--- src/rtl/tcp_vlg_pkg.sv ---
// Shared TCP engine types: connection status, sequence numbers and the
// ACK-scheduler state encoding.
package tcp_vlg_pkg;

   typedef logic [31:0] tcp_num_t;

   typedef enum logic [2:0] {
      tcp_closed        = 3'd0,
      tcp_listening     = 3'd1,
      tcp_connecting    = 3'd2,
      tcp_connected     = 3'd3,
      tcp_disconnecting = 3'd4
   } tcp_stat_t;

   typedef enum logic [1:0] {
      idle_s = 2'd0,
      wait_s = 2'd1,
      req_s  = 2'd2
   } ack_ctl_fsm_t;

endpackage

--- src/rtl/tcp_vlg_ack_ctl.sv ---
// Pure-ACK scheduler for one TCP connection: decides when the transmit
// arbiter must send an ACK (immediate, delayed, or after N in-order packets).
module tcp_vlg_ack_ctl
   import tcp_vlg_pkg::*;
#(
   parameter int TIMEOUT           = 1250,
   parameter int FORCE_ACK_PACKETS = 5
)(
   input  logic         clk,
   input  logic         rst,
   input  tcp_stat_t    status_i,
   input  logic         init_i,
   input  tcp_num_t     init_ack_i,
   input  tcp_num_t     loc_ack_i,
   input  logic         pkt_rx_i,
   input  logic         ooo_i,
   input  logic         sack_upd_i,
   input  logic         pb_val_i,
   input  tcp_num_t     pb_ack_i,
   output logic         send_req_o,
   input  logic         send_gnt_i,
   output tcp_num_t     ack_num_o,
   output logic         pending_o,
   output ack_ctl_fsm_t state_o
);

   localparam int CNT_W = $clog2(FORCE_ACK_PACKETS + 1);
   localparam int TMR_W = $clog2(TIMEOUT + 1);
   localparam logic [CNT_W-1:0] CNT_MAX   = CNT_W'(FORCE_ACK_PACKETS);
   localparam logic [TMR_W-1:0] TMR_LAST  = TMR_W'(TIMEOUT - 1);

   ack_ctl_fsm_t     state_q,    state_d;
   tcp_num_t         last_ack_q, last_ack_d;
   tcp_num_t         ack_num_q,  ack_num_d;
   logic [CNT_W-1:0] pkt_cnt_q,  pkt_cnt_d;
   logic [TMR_W-1:0] timer_q,    timer_d;
   logic             re_req_q,   re_req_d;
   logic             send_req_q, send_req_d;

   logic             connected_s;
   logic             event_s;
   logic             trigger_s;
   logic             pb_match_s;
   logic             rereq_now_s;
   logic [CNT_W-1:0] cnt_inc_s;
   logic [CNT_W-1:0] cnt_fresh_s;

   assign connected_s = (status_i == tcp_connected);
   assign event_s     = sack_upd_i | ooo_i;
   assign trigger_s   = event_s | (pkt_cnt_q == CNT_MAX) | (timer_q == TMR_LAST);
   assign pb_match_s  = pb_val_i & (pb_ack_i == loc_ack_i);
   // Events coinciding with a grant feed straight into the next request.
   assign rereq_now_s = re_req_q | event_s;
   assign cnt_inc_s   = (pkt_rx_i && (pkt_cnt_q != CNT_MAX)) ? pkt_cnt_q + CNT_W'(1) : pkt_cnt_q;
   assign cnt_fresh_s = pkt_rx_i ? CNT_W'(1) : CNT_W'(0);

   always_ff @(posedge clk) begin
      if (rst) begin
         state_q    <= idle_s;
         last_ack_q <= 32'd0;
         ack_num_q  <= 32'd0;
         pkt_cnt_q  <= '0;
         timer_q    <= '0;
         re_req_q   <= 1'b0;
         send_req_q <= 1'b0;
      end else begin
         state_q    <= state_d;
         last_ack_q <= last_ack_d;
         ack_num_q  <= ack_num_d;
         pkt_cnt_q  <= pkt_cnt_d;
         timer_q    <= timer_d;
         re_req_q   <= re_req_d;
         send_req_q <= send_req_d;
      end
   end

   always_comb begin
      state_d = state_q;
      if (init_i || !connected_s) begin
         state_d = idle_s;
      end else begin
         case (state_q)
            idle_s: begin
               if (trigger_s)      state_d = req_s;
               else if (pending_o) state_d = wait_s;
               else                state_d = idle_s;
            end
            wait_s: begin
               if (pb_match_s)     state_d = idle_s;
               else if (trigger_s) state_d = req_s;
               else                state_d = wait_s;
            end
            req_s: begin
               if (send_gnt_i) begin
                  if (rereq_now_s)                  state_d = req_s;
                  else if (loc_ack_i != ack_num_q)  state_d = wait_s;
                  else                              state_d = idle_s;
               end else begin
                  state_d = req_s;
               end
            end
            default: state_d = idle_s;
         endcase
      end
   end

   always_comb begin
      last_ack_d = last_ack_q;
      ack_num_d  = ack_num_q;
      pkt_cnt_d  = cnt_inc_s;
      timer_d    = timer_q;
      re_req_d   = re_req_q;
      if (init_i) begin
         last_ack_d = init_ack_i;
         pkt_cnt_d  = '0;
         timer_d    = '0;
         re_req_d   = 1'b0;
      end else if (!connected_s) begin
         pkt_cnt_d  = '0;
         timer_d    = '0;
         re_req_d   = 1'b0;
      end else begin
         case (state_q)
            idle_s: begin
               timer_d = '0;
               if (trigger_s) ack_num_d = loc_ack_i;
               else           ack_num_d = ack_num_q;
            end
            wait_s: begin
               if (pb_match_s) begin
                  last_ack_d = pb_ack_i;
                  pkt_cnt_d  = cnt_fresh_s;
                  timer_d    = '0;
               end else begin
                  timer_d = timer_q + TMR_W'(1);
                  if (trigger_s) ack_num_d = loc_ack_i;
                  else           ack_num_d = ack_num_q;
               end
            end
            req_s: begin
               if (send_gnt_i) begin
                  last_ack_d = ack_num_q;
                  pkt_cnt_d  = cnt_fresh_s;
                  timer_d    = '0;
                  re_req_d   = 1'b0;
                  if (rereq_now_s) ack_num_d = loc_ack_i;
                  else             ack_num_d = ack_num_q;
               end else if (event_s) begin
                  re_req_d = 1'b1;
               end else begin
                  re_req_d = re_req_q;
               end
            end
            default: begin
               timer_d  = '0;
               re_req_d = 1'b0;
            end
         endcase
      end
   end

   assign send_req_d = (state_d == req_s);

   assign send_req_o = send_req_q;
   assign ack_num_o  = ack_num_q;
   assign pending_o  = (loc_ack_i != last_ack_q);
   assign state_o    = state_q;

endmodule

--- config.mk ---
export PLATFORM = sky130hd
export DESIGN_NAME = tcp_vlg_ack_ctl
export DESIGN_NICKNAME = d
export VERILOG_FILES = /design/src/rtl/tcp_vlg_pkg.sv /design/src/rtl/tcp_vlg_ack_ctl.sv
export SDC_FILE = /design/constraint.sdc
export NUM_CORES = 1
export LEC_CHECK = 0
export ABC_AREA = 0
export BUFFER_PORTS_ARGS = -buffer_cell sky130_fd_sc_hd__buf_2
export CORE_ASPECT_RATIO = 1.4
export CORE_MARGIN = 2
export CORE_UTILIZATION = 40
export CTS_BUF_LIST = sky130_fd_sc_hd__clkbuf_8
export CTS_CLUSTER_SIZE = 40
export DETAILED_ROUTE_END_ITERATION = 10
export GPL_ROUTABILITY_DRIVEN = 0
export HOLD_SLACK_MARGIN = 0.03
export PLACE_DENSITY = 0.75
export SKIP_CTS_REPAIR_TIMING = 1
export SLEW_MARGIN = 20
export SYNTH_ARGS = -nofsm -noshare
export SYNTH_HDL_FRONTEND = slang
export SYNTH_SLANG_ARGS = --single-unit
--- constraint.sdc ---
create_clock -name clk -period 5.2 [get_ports clk]
set_input_delay 1.04 -clock clk [delete_from_list [all_inputs] [get_ports clk]]
set_output_delay 1.04 -clock clk [all_outputs]
set_load 0.01 [all_outputs]
==> impl.org <==
** Timing
- Based on the critical path, the design can be clocked at up to 296 MHz.
- Clock Skew :: about 9.7 ps
- Final setup slack of the worst path :: between 1500 and 2000 ps
- Slew @ Worst Pin :: 1040 ps
- Setup-violating endpoint count in the final report :: 0
- The count of final hold-check violations was 0.
- Relative slew margins :: 0.306
- Unrepaired setup endpoints after global routing :: no
- Max-slew violation total from the final report :: 0
- Summed over all failing endpoints, the final setup total negative slack is 0 ps.
- Post-route minimum period :: 3370 ps
- The tightest hold path in the finished design has a slack of approximately 490 ps.
- Period Utilization, post-route :: 0.649

** Cells and area
- From synthesis to final layout, the design area changed by 18.2%.
- Share of cells above drive strength 1 :: 0.278
- The multi-input combinational cells in the finished layout cover a total of 0.00380 sq mm.
- Final non-filler cell area :: 0.00671 sq mm
- Fill cell count :: 1398
- Flip-flop and latch area :: 0.00164 sq mm
- At the end of the flow, the number of nets in the layout was around 860.

** Clock tree
- The clock drives 82 sinks.
- The longest clock path from root to sink contains 2 buffers.
- Clock latency on the worst-skew pair, taken at its later pin, is 380 ps.
- In this run, CTS created clock tree buffers numbering 9.
- Clock Pin Slew Worst Setup and Hold Paths :: 90 ps
- CTS tree :: built
- In this run the number of H-tree levels came out at 3.
- Cell chosen for the clock root :: clkbuf_8

** Critical path
- STA puts the critical path data required time at roughly 5500 ps.
- STA classifies the critical path endpoint as a register.
- Kind of critical path :: primary input to register
- STA classifies the critical path startpoint as a primary input.
- At the worst endpoint, the arrival time is 3670 ps.
- Along the worst path, the maximum fanout reaches 33.

** Floorplanning
- Die Ht :: ~140 microns
- IO Pins :: 143
- Die area :: 0.0152 sq mm
- Core outline area :: 0.0139 sq mm
- X dimension of the die :: around 100 microns
- Rows :: 51
- Starting utilization of the core area :: 0.408

** GRT
- In the global route stage, overall resource usage came out at 0.226.
- The first global-routing pass estimated 27.0 mm of wire.
- Entering global routing, the biggest net connects roughly 110 pins.
- The number of global-route vias before repair was 5064.
- The number of antenna violations at the first check in global routing was 1.
- Congestion Overflow GR :: 0

** Power
- Maximum resistive drop on vdd :: 0.000133 V
- For this design the static power due to leakage is around 2.4 nW.
- Total power draw :: 1.54 mW
- Power per cell area :: ~230 mW/mm^2

** Yosys
- Synthesized cell area :: about 0.0057 sq mm
- Count of state elements after synthesis :: 82
- Fraction of synthesized cell area in xor and xnor cells :: 0.153
- The portion of synthesized area spent on multiplexers is 0.115.
- For this run, the register share of the synthesized area comes to 0.289.
- Post-synthesis simple-gate area fraction :: 0.245
- Sorting the synthesized cells by area gives the leading types as dfxtp_1, xnor2_1, mux2i_1.
- After synthesis, the largest family of logic cells by area is simple AND/OR/NAND/NOR gates.
- Synthesized instance count :: ~620
- The Yosys step of the flow raised 0 warnings.
- Asr flop ratio synth :: 0
- The share of synthesized area in the top cell type comes to 0.289.
- The number of different library cells used by synthesis comes to 53.
- Post-synthesis compound-gate area fraction :: 0.137
- The number of nets handed over by synthesis was 739.
- Adder-cell area share of the yosys netlist :: 0.0176
- Top cell type by total area after synthesis :: dfxtp_1
- Number of synthesized flops with an enable pin :: 0
- Average cell area after synthesis :: 9.10 sq um
- The most used flip-flop cell after synthesis is dfxtp_1.

** Outcome
- The run finished with clean final reports.

** Route
- DR iter-0 viols :: 354
- After detailed routing, the number of vias per cell comes to 5.46.
- Routed length per instance :: 18.3 microns
- The pre-antenna-repair detailed-routing pass consisted of 5 iterations.
- Post-detailed-route DRC marker count :: 0
- Remaining number of nets flagged by the antenna check after routing :: 0
- WL final :: 17.1 mm
- Vias :: 5090

** Min path
- The worst hold path belongs to the class register to register.

** Place
- In this run the tool buffered the top-level ports with between 100 and 150 buffer cells.
- Placed wire-length estimate after detailed placement :: between 10 and 15 mm
- OpenSTA, run right after detailed placement, puts the worst setup slack at approximately 1500 ps.
- Summing all placed instances gives a cell area of 0.00647 sq mm.

** Flow run
- Max-cap violations in this run came to 0.
==> through the flow <==
stage | instances | utilization
after floorplan | 624 | -
after global placement | 916 | 0.465
after detailed placement | 916 | 0.465
after CTS | 932 | 0.482
after global routing | 933 | 0.482
final | 933 | 0.482
==> per-layer routing <==
layer  global-route usage  vias up  routed length [microns]
li1                     -     2451                        -
met1                0.266     2412                     6860
met2                0.382      181                     8390
met3               0.0427       46                      851
met4                0.129        0                      958
met5                    0        -                        0
==> power by group <==
part,leakage [nW],internal [mW],switching (mW),total (mW)
sequential,0.667,0.648,0.0167,0.665
combinational,1.63,0.131,0.165,0.297
clock,0.120,0.319,0.255,0.574
total,2.42,1.10,0.437,1.54
==> final timing paths <==
| check | start | end | slack (ps) | cells after the start |
|---|---|---|---|---|
| worst min register to register | re_req_q | re_req_q | 490 | 2 |
| worst max-delay path | loc_ack_i[29] | last_ack_q[30] | 1830 | 7 |
| worst min-delay path | re_req_q | re_req_q | 490 | 2 |
| worst max register to register | state_o[0] | ack_num_o[11] | 2200 | 9 |
==> flip-flops by register name (all words and copies together) (netlist names) <==
register    cells
timer_q        11
ack_num_o      32
re_req_q        1
state_o         2
send_req_o      1
last_ack_q     32
pkt_cnt_q       3
==> final cells by class <==
class,instances,area share
repair buffers,147,0.112
clock inverters,7,0.0173
well taps,185,0.0345
multi-input cells,490,0.566
diodes,1,0.000373
flip-flops and latches,82,0.245
inverters,12,0.00671
clock buffers,9,0.0185
==> cells in the mapped netlist, types with 2 or more instances <==
| master | instances |
|---|---|
| xnor2_1 | 89 |
| dfxtp_1 | 82 |
| mux2i_1 | 65 |
| nand2b_1 | 62 |
| nor2_1 | 48 |
| a21oi_1 | 37 |
| nand4b_1 | 32 |
| o31ai_2 | 30 |
| clkbuf_1 | 27 |
| nand4_1 | 24 |
| nand2_1 | 16 |
| inv_1 | 12 |
| nor3_1 | 10 |
| xor2_1 | 10 |
| ha_1 | 8 |
| buf_6 | 7 |
| o21ai_0 | 6 |
| nor2b_1 | 5 |
| buf_1 | 4 |
| nor4_1 | 4 |
| or2b_1 | 4 |
| a221oi_1 | 2 |
| a31oi_1 | 2 |
| and2_1 | 2 |
| and3_1 | 2 |
| buf_2 | 2 |
| nand3_1 | 2 |
| nor4_4 | 2 |
| o22ai_1 | 2 |
| o31ai_1 | 2 |
| or3_1 | 2 |
==> cell usage in the layout (no fill, tap or decap), types with 3 or more instances in the layout <==
| master | count |
|---|---|
| ha_1 | 7 |
| xor2_1 | 10 |
| nand4b_1 | 32 |
| buf_4 | 6 |
| nor2b_1 | 5 |
| o21ai_0 | 6 |
| clkbuf_8 | 9 |
| xnor2_1 | 89 |
| a21oi_1 | 37 |
| mux2i_1 | 65 |
| nand4_1 | 24 |
| bufinv_16 | 3 |
| nand2_1 | 16 |
| nand2b_1 | 62 |
| nor2_1 | 47 |
| nor4_1 | 4 |
| o31ai_2 | 30 |
| buf_2 | 141 |
| or2b_1 | 4 |
| nor3_1 | 10 |
| inv_1 | 12 |
| dfxtp_1 | 82 |
==> cells by family after synthesis <==
kind of cell / count (synthesis)
xor gates and xnor gates: 99
and+or+nand+nor: 225
adders and majority gates: 8
muxes: 65
DFF: 82
buffers and inverters: 52
AOI/OAI and AO/OA: 93
==> critical path, cell delays in order <==
cell,delay [ps]
buf_2,140
xnor2_1,300
nand4_1,220
nor4_4,380
nand4_4,500
and2_2,720
o31ai_1,340
(Power assumes the default switching activity.)
